## config.mk

```make
export PLATFORM = sky130hd
export DESIGN_NAME = hazard_ctrl_param_flat
export DESIGN_NICKNAME = d
export VERILOG_FILES = /design/src/rtl/hazard_ctrl_param_if.sv /design/src/rtl/hazard_ctrl_param.sv /design/src/flat_wrapper.sv
export SDC_FILE = /design/constraint.sdc
export NUM_CORES = 1
export LEC_CHECK = 0
export ABC_CLOCK_PERIOD_IN_PS = 2400
export CORE_ASPECT_RATIO = 0.5
export CORE_UTILIZATION = 35
export CTS_CLUSTER_DIAMETER = 40
export DETAILED_ROUTE_END_ITERATION = 8
export HOLD_SLACK_MARGIN = 0.03
export PLACE_DENSITY = 0.66
export REMOVE_ABC_BUFFERS = 1
export SKIP_CTS_REPAIR_TIMING = 1
export SYNTH_ARGS = -nofsm -noshare
export SYNTH_HDL_FRONTEND = slang
export SYNTH_SLANG_ARGS = --single-unit
export TNS_END_PERCENT = 1
```

## constraint.sdc

```tcl
create_clock -name clk_i -period 2.4 [get_ports clk_i]
set_input_delay 0.24 -clock clk_i [delete_from_list [all_inputs] [get_ports clk_i]]
set_output_delay 0.24 -clock clk_i [all_outputs]
set_load 0.05 [all_outputs]
```

## src/rtl/hazard_ctrl_param_if.sv

```systemverilog
// rtl/hazard_ctrl_param_if.sv - pipeline hazard controller signal bundle
interface hazard_ctrl_param_if #(
    parameter int REG_W = 7,
    parameter int CNT_W = 32
);
    logic             exc_flush;
    logic             exc_stall;
    logic             if_stall;
    logic             mem_stall;
    logic             alu_busy;
    logic             alu_done;
    logic             branch_d;
    logic [REG_W-1:0] rs_d;
    logic [REG_W-1:0] rt_d;
    logic [REG_W-1:0] rs_e;
    logic [REG_W-1:0] rt_e;
    logic [REG_W-1:0] wreg_e;
    logic [REG_W-1:0] wreg_m;
    logic [REG_W-1:0] wreg_w;
    logic             regwrite_e;
    logic             regwrite_m;
    logic             regwrite_w;
    logic             memread_e;
    logic             memread_m;
    logic [4:0]       stall;
    logic [4:0]       flush;
    logic [1:0]       fwd_a_d;
    logic [1:0]       fwd_b_d;
    logic [1:0]       fwd_a_e;
    logic [1:0]       fwd_b_e;
    logic [CNT_W-1:0] stall_cycles;

    modport master (
        output exc_flush, exc_stall, if_stall, mem_stall, alu_busy, alu_done, branch_d,
        output rs_d, rt_d, rs_e, rt_e, wreg_e, wreg_m, wreg_w,
        output regwrite_e, regwrite_m, regwrite_w, memread_e, memread_m,
        input  stall, flush, fwd_a_d, fwd_b_d, fwd_a_e, fwd_b_e, stall_cycles
    );

    modport slave (
        input  exc_flush, exc_stall, if_stall, mem_stall, alu_busy, alu_done, branch_d,
        input  rs_d, rt_d, rs_e, rt_e, wreg_e, wreg_m, wreg_w,
        input  regwrite_e, regwrite_m, regwrite_w, memread_e, memread_m,
        output stall, flush, fwd_a_d, fwd_b_d, fwd_a_e, fwd_b_e, stall_cycles
    );
endinterface

```

## src/rtl/hazard_ctrl_param.sv

```systemverilog
// rtl/hazard_ctrl_param.sv - 5-stage MIPS forwarding, hazard and stall arbitration
module hazard_ctrl_param #(
    parameter int REG_W     = 7,
    parameter int DRAIN_CYC = 2,
    parameter int CNT_W     = 32
) (
    input  logic                clk_i,
    input  logic                rst_ni,
    hazard_ctrl_param_if.slave  hz
);
    typedef enum logic [2:0] {
        ST_RUN, ST_EXCF, ST_EXCS, ST_MEMW, ST_ALUB, ST_DRAIN, ST_HAZ, ST_IFW
    } state_e;

    localparam logic [3:0] DRAIN_LD = 4'(DRAIN_CYC);

    state_e           state;
    logic [3:0]       drain_cnt_q, drain_cnt_d;
    logic             alu_prev_q;
    logic [CNT_W-1:0] stall_cycles_q;
    logic [4:0]       stall_sel, flush_sel;
    logic             haz;

    function automatic logic hit(input logic [REG_W-1:0] src, input logic [REG_W-1:0] dst,
                                 input logic we);
        return (src != '0) && we && (src == dst);
    endfunction

    function automatic logic [1:0] fwd_e(input logic [REG_W-1:0] src);
        if (hit(src, hz.wreg_m, hz.regwrite_m) && !hz.memread_m) return 2'b10;
        if (hit(src, hz.wreg_w, hz.regwrite_w))                  return 2'b01;
        return 2'b00;
    endfunction

    function automatic logic [1:0] fwd_d(input logic [REG_W-1:0] src);
        if (hit(src, hz.wreg_e, hz.regwrite_e) && !hz.memread_e) return 2'b01;
        if (hit(src, hz.wreg_m, hz.regwrite_m) && !hz.memread_m) return 2'b10;
        if (hit(src, hz.wreg_w, hz.regwrite_w))                  return 2'b11;
        return 2'b00;
    endfunction

    always_comb begin
        logic e_hit, m_hit;
        e_hit = hit(hz.rs_d, hz.wreg_e, hz.regwrite_e) || hit(hz.rt_d, hz.wreg_e, hz.regwrite_e);
        m_hit = hit(hz.rs_d, hz.wreg_m, hz.regwrite_m) || hit(hz.rt_d, hz.wreg_m, hz.regwrite_m);
        haz   = (hz.memread_e && e_hit) || (hz.branch_d && (e_hit || (hz.memread_m && m_hit)));
    end

    always_comb begin
        state = ST_RUN;
        if      (hz.exc_flush)                 state = ST_EXCF;
        else if (hz.exc_stall)                 state = ST_EXCS;
        else if (hz.mem_stall)                 state = ST_MEMW;
        else if (hz.alu_busy && !hz.alu_done)  state = ST_ALUB;
        else if (drain_cnt_q != 4'd0)          state = ST_DRAIN;
        else if (haz)                          state = ST_HAZ;
        else if (hz.if_stall)                  state = ST_IFW;
    end

    always_comb begin
        stall_sel = 5'b00000;
        flush_sel = 5'b00000;
        unique case (state)
            ST_EXCF:  flush_sel = 5'b01110;
            ST_EXCS:  stall_sel = 5'b11111;
            ST_MEMW:  begin stall_sel = 5'b11110; flush_sel = 5'b00001; end
            ST_ALUB:  begin stall_sel = 5'b11100; flush_sel = 5'b00010; end
            ST_DRAIN: begin stall_sel = 5'b11000; flush_sel = 5'b00100; end
            ST_HAZ:   begin stall_sel = 5'b11000; flush_sel = 5'b00100; end
            ST_IFW:   begin stall_sel = 5'b10000; flush_sel = 5'b01000; end
            default:  ;
        endcase
    end

    // Leaving ALUB into anything but an exception arms the drain window.
    always_comb begin
        drain_cnt_d = drain_cnt_q;
        if (state == ST_EXCF)
            drain_cnt_d = 4'd0;
        else if (alu_prev_q && state != ST_ALUB && state != ST_EXCS)
            drain_cnt_d = DRAIN_LD;
        else if (state == ST_DRAIN)
            drain_cnt_d = drain_cnt_q - 4'd1;
    end

    always_ff @(posedge clk_i or negedge rst_ni) begin
        if (!rst_ni) begin
            drain_cnt_q    <= 4'd0;
            alu_prev_q     <= 1'b0;
            stall_cycles_q <= '0;
        end else begin
            drain_cnt_q <= drain_cnt_d;
            alu_prev_q  <= (state == ST_ALUB);
            if (stall_sel != 5'b00000 && stall_cycles_q != '1)
                stall_cycles_q <= stall_cycles_q + CNT_W'(1);
        end
    end

    // Outputs are forced quiet while reset is held, whatever the inputs do.
    assign hz.stall        = rst_ni ? stall_sel : 5'b00000;
    assign hz.flush        = rst_ni ? flush_sel : 5'b00000;
    assign hz.fwd_a_d      = rst_ni ? fwd_d(hz.rs_d) : 2'b00;
    assign hz.fwd_b_d      = rst_ni ? fwd_d(hz.rt_d) : 2'b00;
    assign hz.fwd_a_e      = rst_ni ? fwd_e(hz.rs_e) : 2'b00;
    assign hz.fwd_b_e      = rst_ni ? fwd_e(hz.rt_e) : 2'b00;
    assign hz.stall_cycles = stall_cycles_q;
endmodule

```

## src/flat_wrapper.sv

```systemverilog
// flat-port wrapper written by rule: the top's interface ports become plain ports
module hazard_ctrl_param_flat 
#(
    parameter int REG_W     = 7,
    parameter int DRAIN_CYC = 2,
    parameter int CNT_W     = 32
)
  (clk_i, rst_ni, hz_exc_flush, hz_exc_stall, hz_if_stall, hz_mem_stall, hz_alu_busy, hz_alu_done, hz_branch_d, hz_rs_d, hz_rt_d, hz_rs_e, hz_rt_e, hz_wreg_e, hz_wreg_m, hz_wreg_w, hz_regwrite_e, hz_regwrite_m, hz_regwrite_w, hz_memread_e, hz_memread_m, hz_stall, hz_flush, hz_fwd_a_d, hz_fwd_b_d, hz_fwd_a_e, hz_fwd_b_e, hz_stall_cycles);
  hazard_ctrl_param_if #(.REG_W(REG_W), .CNT_W(CNT_W)) hz_i ();
  input  logic clk_i;
  input  logic rst_ni;
  input wire logic [$bits(hz_i.exc_flush)-1:0] hz_exc_flush;
  input wire logic [$bits(hz_i.exc_stall)-1:0] hz_exc_stall;
  input wire logic [$bits(hz_i.if_stall)-1:0] hz_if_stall;
  input wire logic [$bits(hz_i.mem_stall)-1:0] hz_mem_stall;
  input wire logic [$bits(hz_i.alu_busy)-1:0] hz_alu_busy;
  input wire logic [$bits(hz_i.alu_done)-1:0] hz_alu_done;
  input wire logic [$bits(hz_i.branch_d)-1:0] hz_branch_d;
  input wire logic [$bits(hz_i.rs_d)-1:0] hz_rs_d;
  input wire logic [$bits(hz_i.rt_d)-1:0] hz_rt_d;
  input wire logic [$bits(hz_i.rs_e)-1:0] hz_rs_e;
  input wire logic [$bits(hz_i.rt_e)-1:0] hz_rt_e;
  input wire logic [$bits(hz_i.wreg_e)-1:0] hz_wreg_e;
  input wire logic [$bits(hz_i.wreg_m)-1:0] hz_wreg_m;
  input wire logic [$bits(hz_i.wreg_w)-1:0] hz_wreg_w;
  input wire logic [$bits(hz_i.regwrite_e)-1:0] hz_regwrite_e;
  input wire logic [$bits(hz_i.regwrite_m)-1:0] hz_regwrite_m;
  input wire logic [$bits(hz_i.regwrite_w)-1:0] hz_regwrite_w;
  input wire logic [$bits(hz_i.memread_e)-1:0] hz_memread_e;
  input wire logic [$bits(hz_i.memread_m)-1:0] hz_memread_m;
  output wire logic [$bits(hz_i.stall)-1:0] hz_stall;
  output wire logic [$bits(hz_i.flush)-1:0] hz_flush;
  output wire logic [$bits(hz_i.fwd_a_d)-1:0] hz_fwd_a_d;
  output wire logic [$bits(hz_i.fwd_b_d)-1:0] hz_fwd_b_d;
  output wire logic [$bits(hz_i.fwd_a_e)-1:0] hz_fwd_a_e;
  output wire logic [$bits(hz_i.fwd_b_e)-1:0] hz_fwd_b_e;
  output wire logic [$bits(hz_i.stall_cycles)-1:0] hz_stall_cycles;
  assign hz_i.exc_flush = hz_exc_flush;
  assign hz_i.exc_stall = hz_exc_stall;
  assign hz_i.if_stall = hz_if_stall;
  assign hz_i.mem_stall = hz_mem_stall;
  assign hz_i.alu_busy = hz_alu_busy;
  assign hz_i.alu_done = hz_alu_done;
  assign hz_i.branch_d = hz_branch_d;
  assign hz_i.rs_d = hz_rs_d;
  assign hz_i.rt_d = hz_rt_d;
  assign hz_i.rs_e = hz_rs_e;
  assign hz_i.rt_e = hz_rt_e;
  assign hz_i.wreg_e = hz_wreg_e;
  assign hz_i.wreg_m = hz_wreg_m;
  assign hz_i.wreg_w = hz_wreg_w;
  assign hz_i.regwrite_e = hz_regwrite_e;
  assign hz_i.regwrite_m = hz_regwrite_m;
  assign hz_i.regwrite_w = hz_regwrite_w;
  assign hz_i.memread_e = hz_memread_e;
  assign hz_i.memread_m = hz_memread_m;
  assign hz_stall = hz_i.stall;
  assign hz_flush = hz_i.flush;
  assign hz_fwd_a_d = hz_i.fwd_a_d;
  assign hz_fwd_b_d = hz_i.fwd_b_d;
  assign hz_fwd_a_e = hz_i.fwd_a_e;
  assign hz_fwd_b_e = hz_i.fwd_b_e;
  assign hz_stall_cycles = hz_i.stall_cycles;
  hazard_ctrl_param #(.REG_W(REG_W), .DRAIN_CYC(DRAIN_CYC), .CNT_W(CNT_W)) u_core (.clk_i(clk_i), .rst_ni(rst_ni), .hz(hz_i));
endmodule
```

==> flow_summary.ini <==
[status]
result_of_the_run = complete, but fails checks
failed_checks = setup timing

[place]
hpwl_um = 7141
dpl_worst_slack_ns = -0.3492
portBuffers = 111
finalWeightedCongestion = 0.8735

[power]
p_total_mw = 2.485
power.density_cell_area_nw_per_um2 = 489.3
static-leakage-power_nw = 2.132
worst_ir_drop_vdd_mv = 0.5178

[clocking]
worstSkewPairLatency_ns = 0.28
numCtsBuffers = 5
clock_tree.root_cell = clkbuf_16
tritoncts = done
cts-htree-levels = 2
cts_num_sinks = 37
clk_transition_reported_paths_ns = 0.06
cts-root-to-sink-buffers = 2

[finish]
multi_input_combinational_cell_area_um2 = 2014
syn2layout_area_growth_pct = 73.02
regArea_um2 = 925.9
num-nets-final = 566
filler_cell_count = 695
insertedDiodeCount = 0
layout-drive-gt1-share = 0.2490

[setup_path]
crit_path_cell_trace = buf_8 -> or4_4 -> nor4_4 -> or3_4 -> a2bb2o_4 -> and3_4 -> a31oi_1 -> nor2_1 -> clkbuf_16
buffers_and_inverters_on_the_worst_path = 2
slowest_cell_on_the_critical_path = or4_4
worstReg2RegStart = u_core.hz.stall_cycles[4]$_DFFE_PN0P_
worstSetupEndpointType = output pin
crit_path_required_time_ns = 2.16
worstPathArrival_ns = 2.21
critPathMaxStageDelay_ns = 0.54
worst_setup_sp_type = primary input
r2r_end = u_core.hz.stall_cycles[9]$_DFFE_PN0P_
regToRegSetupSlack_ns = 0.15
critical_path_class = primary input to output pin
cpLargestDelayFamily = simple AND/OR/NAND/NOR gates
path_max_fanout = 3
worst-r2r-cell-count = 10

[logic_synthesis]
synth_area_leaders = dfrtp_1 32%, xnor2_1 24%, xor2_1 5.7%, nand4_1 5.5%, nor2_1 4.2%
synth.yosys.seq_area_share = 0.3154
synthCells = 328
synth_cell_types = 49
ys_warn_count = 0
synth.largest_area_cell = dfrtp_1
postSynthRegisterBits = 37
synthDominantCellAreaShare = 0.3154
synthesis.area_um2 = 2935
post_synth.cell_area_avg_um2 = 8.949

[die]
initial_standard_cell_utilization_of_the_core = 0.3643
pin_count = 113
floorplan.core_area_um2 = 8058
fp.dieArea_um2 = 8779
core.rowCount = 23
die_height_um = 66.76
fp.dieW_um = 131.5

[global_route]
gr-usage-met3 = 0.02207
grtUsageTotal = 0.2043
grt_pass1_wl_um = 14260
busiest_layer = met2
largest_net_degree_at_the_start_of_global_routing = 22
grt.met2_usage = 0.3552
grt_util_met1 = 0.2750
grt_overflow_total = 0
grt_pass1_vias = 2881
antenna_found_initial = 0

[detailed_routing]
post-route-drc-count = 0
route.final.wire_length_um = 8930
vias = 2990
route.antenna.remaining_nets = 0
route.detailed.wl_per_inst_um = 14.54
routed_via_density = 4.870
dr.first_iter.drc_count = 132
drt_pass1_iterations = 4

[sta]
report.final.hold_viol_count = 0
maxSlewHeadroom = 0.6605
min_period_ns = 2.447
worst-slew-pin-transition_ns = 0.5092
finalCritPeriodShare = 1.020
clock.fmax_mhz = 408.7
grt_setup_unrepaired = yes
timing.final.ws_setup_ns = -0.04708
report.final.setup_viol = 2
report.final.slew_viol_count = 0
finClkSkew_ns = 0.006698

[flow_run]
maxCapViolCount = 0

[min_path]
worst_hold_path_type = primary input to async pin
==> registers in the layout, summed over array words and instances, names as in the netlist <==
| register | count |
|---|---|
| u_core.hz.stall_cycles | 32 |
| u_core.alu_prev_q | 1 |
| u_core.drain_cnt_q | 4 |
==> report_power, final <==
part	internal (mW)	leakage [nW]	switching, mW	total [mW]
Sequential	0.686	0.500	0.0598	0.746
Clock	0.413	0.0768	0.257	0.670
Combinational	0.487	1.56	0.582	1.07
==> placed cells by master, fill, tap and decap left out, types with 2 or more instances in the layout <==
| cell type | synthesis | final |
|---|---|---|
| a21oi_1 | 4 | 2 |
| a21oi_4 | 0 | 2 |
| and2_1 | 4 | 4 |
| and3_1 | 3 | 3 |
| buf_12 | 0 | 17 |
| buf_4 | 1 | 65 |
| clkbuf_16 | 0 | 6 |
| clkbuf_2 | 0 | 4 |
| clkdlybuf4s50_1 | 0 | 69 |
| dfrtp_1 | 37 | 37 |
| dlymetal6s2s_1 | 0 | 18 |
| ha_1 | 2 | 2 |
| inv_1 | 3 | 3 |
| nand2_1 | 19 | 19 |
| nand2b_1 | 2 | 2 |
| nand3_1 | 12 | 11 |
| nand3b_1 | 2 | 2 |
| nand4_1 | 26 | 26 |
| nor2_1 | 33 | 32 |
| nor2b_1 | 4 | 4 |
| nor3_1 | 17 | 14 |
| nor3_2 | 2 | 5 |
| nor3b_1 | 4 | 4 |
| nor4_1 | 9 | 5 |
| nor4_2 | 0 | 4 |
| nor4_4 | 2 | 2 |
| o21ai_0 | 3 | 3 |
| or3_1 | 2 | 2 |
| or3_4 | 1 | 2 |
| or4_1 | 2 | 2 |
| or4_4 | 2 | 2 |
| xnor2_1 | 82 | 82 |
| xor2_1 | 19 | 19 |
==> cell usage after synthesis, drive strengths merged <==
cell type	count
a31oi	1
ha	2
xnor2	82
clkinv	1
clkbuf	8
mux2	1
a21oi	4
nor2b	4
or2	1
or3	4
and3	5
nor4b	1
xor2	19
nand2	19
and3b	1
nand4	27
dfrtp	37
inv	3
o2111a	1
mux2i	1
a211oi	1
or3b	1
and4	1
nand2b	2
nor4	11
nor3	19
buf	4
nor2	33
nand4b	1
conb	1
o21ai	3
nor3b	4
a2bb2o	1
nand3	12
nand3b	3
or4	4
o211ai	1
and2	4
==> per-layer routing <==
metal | vias up | share of wire
met5 | - | 0
met4 | 0 | 0.0069
met3 | 7 | 0.038
met2 | 76 | 0.48
met1 | 1420 | 0.48
li1 | 1487 | -
==> area by class of cell <==
| class | instances | area share |
|---|---|---|
| inverter | 4 | 0.002956 |
| sequential | 37 | 0.1823 |
| multi-input combinational | 275 | 0.3966 |
| clock buffer | 6 | 0.02735 |
| timing repair buffer | 178 | 0.3604 |
| tap | 112 | 0.02759 |
| clock inverter | 2 | 0.002710 |
==> stage by stage <==
stage          cells  utilization  setup TNS, ns  cell area, um2  hold slack [ns]
6_report         614       0.6303       -0.06120            5079           0.4567
5_1_grt          614       0.6303        -0.3817            5079           0.4963
4_1_cts          607       0.6093         -1.777            4910         -0.07709
3_5_place_dp     599       0.5904         -10.56            4757           0.2234
3_3_place_gp     599       0.5904         -8.296            4757           0.2183
2_1_floorplan    316            -        -0.7878            2878         -0.05559
==> worst max-delay path by stage <==
| stage | startpoint | slack (ns) | end | cells past startpoint |
|---|---|---|---|---|
| 4_1_cts | hz_rt_d[6] | -0.31 | hz_flush[2] | 10 |
| 2_1_floorplan | hz_rs_e[2] | -0.43 | hz_fwd_a_e[0] | 4 |
| 5_1_grt | hz_rt_d[2] | -0.10 | hz_flush[3] | 9 |
| 6_report | hz_rt_d[2] | -0.05 | hz_flush[3] | 9 |
| 3_5_place_dp | hz_rt_d[2] | -0.35 | u_core.hz.stall_cycles[30]$_DFFE_PN0P_ | 10 |
| 3_3_place_gp | hz_rt_d[6] | -0.31 | u_core.hz.stall_cycles[18]$_DFFE_PN0P_ | 10 |
==> worst min-delay path, stage by stage <==
cell and delay (ns):
dlygate4sd3_1 0.52, buf_2 0.15, buf_4 0.17
==> cell families (layout without fill, tap and decap cells) <==
logic type | after synthesis | after routing | share of synthesized area
adder cells (fa/ha/maj) | 2 | 2 | 0.008524
XOR/XNOR | 101 | 101 | 0.3014
AND/OR/NAND/NOR | 157 | 157 | 0.3086
AO/OA/AOI/OAI | 12 | 12 | 0.03154
flip-flops | 37 | 37 | 0.3154
buffers and inverters | 16 | 190 | 0.02472
multiplexers | 2 | 2 | 0.008524
other | 1 | 1 | 0.001278
No activity file was read; power rests on OpenSTA's default activity.
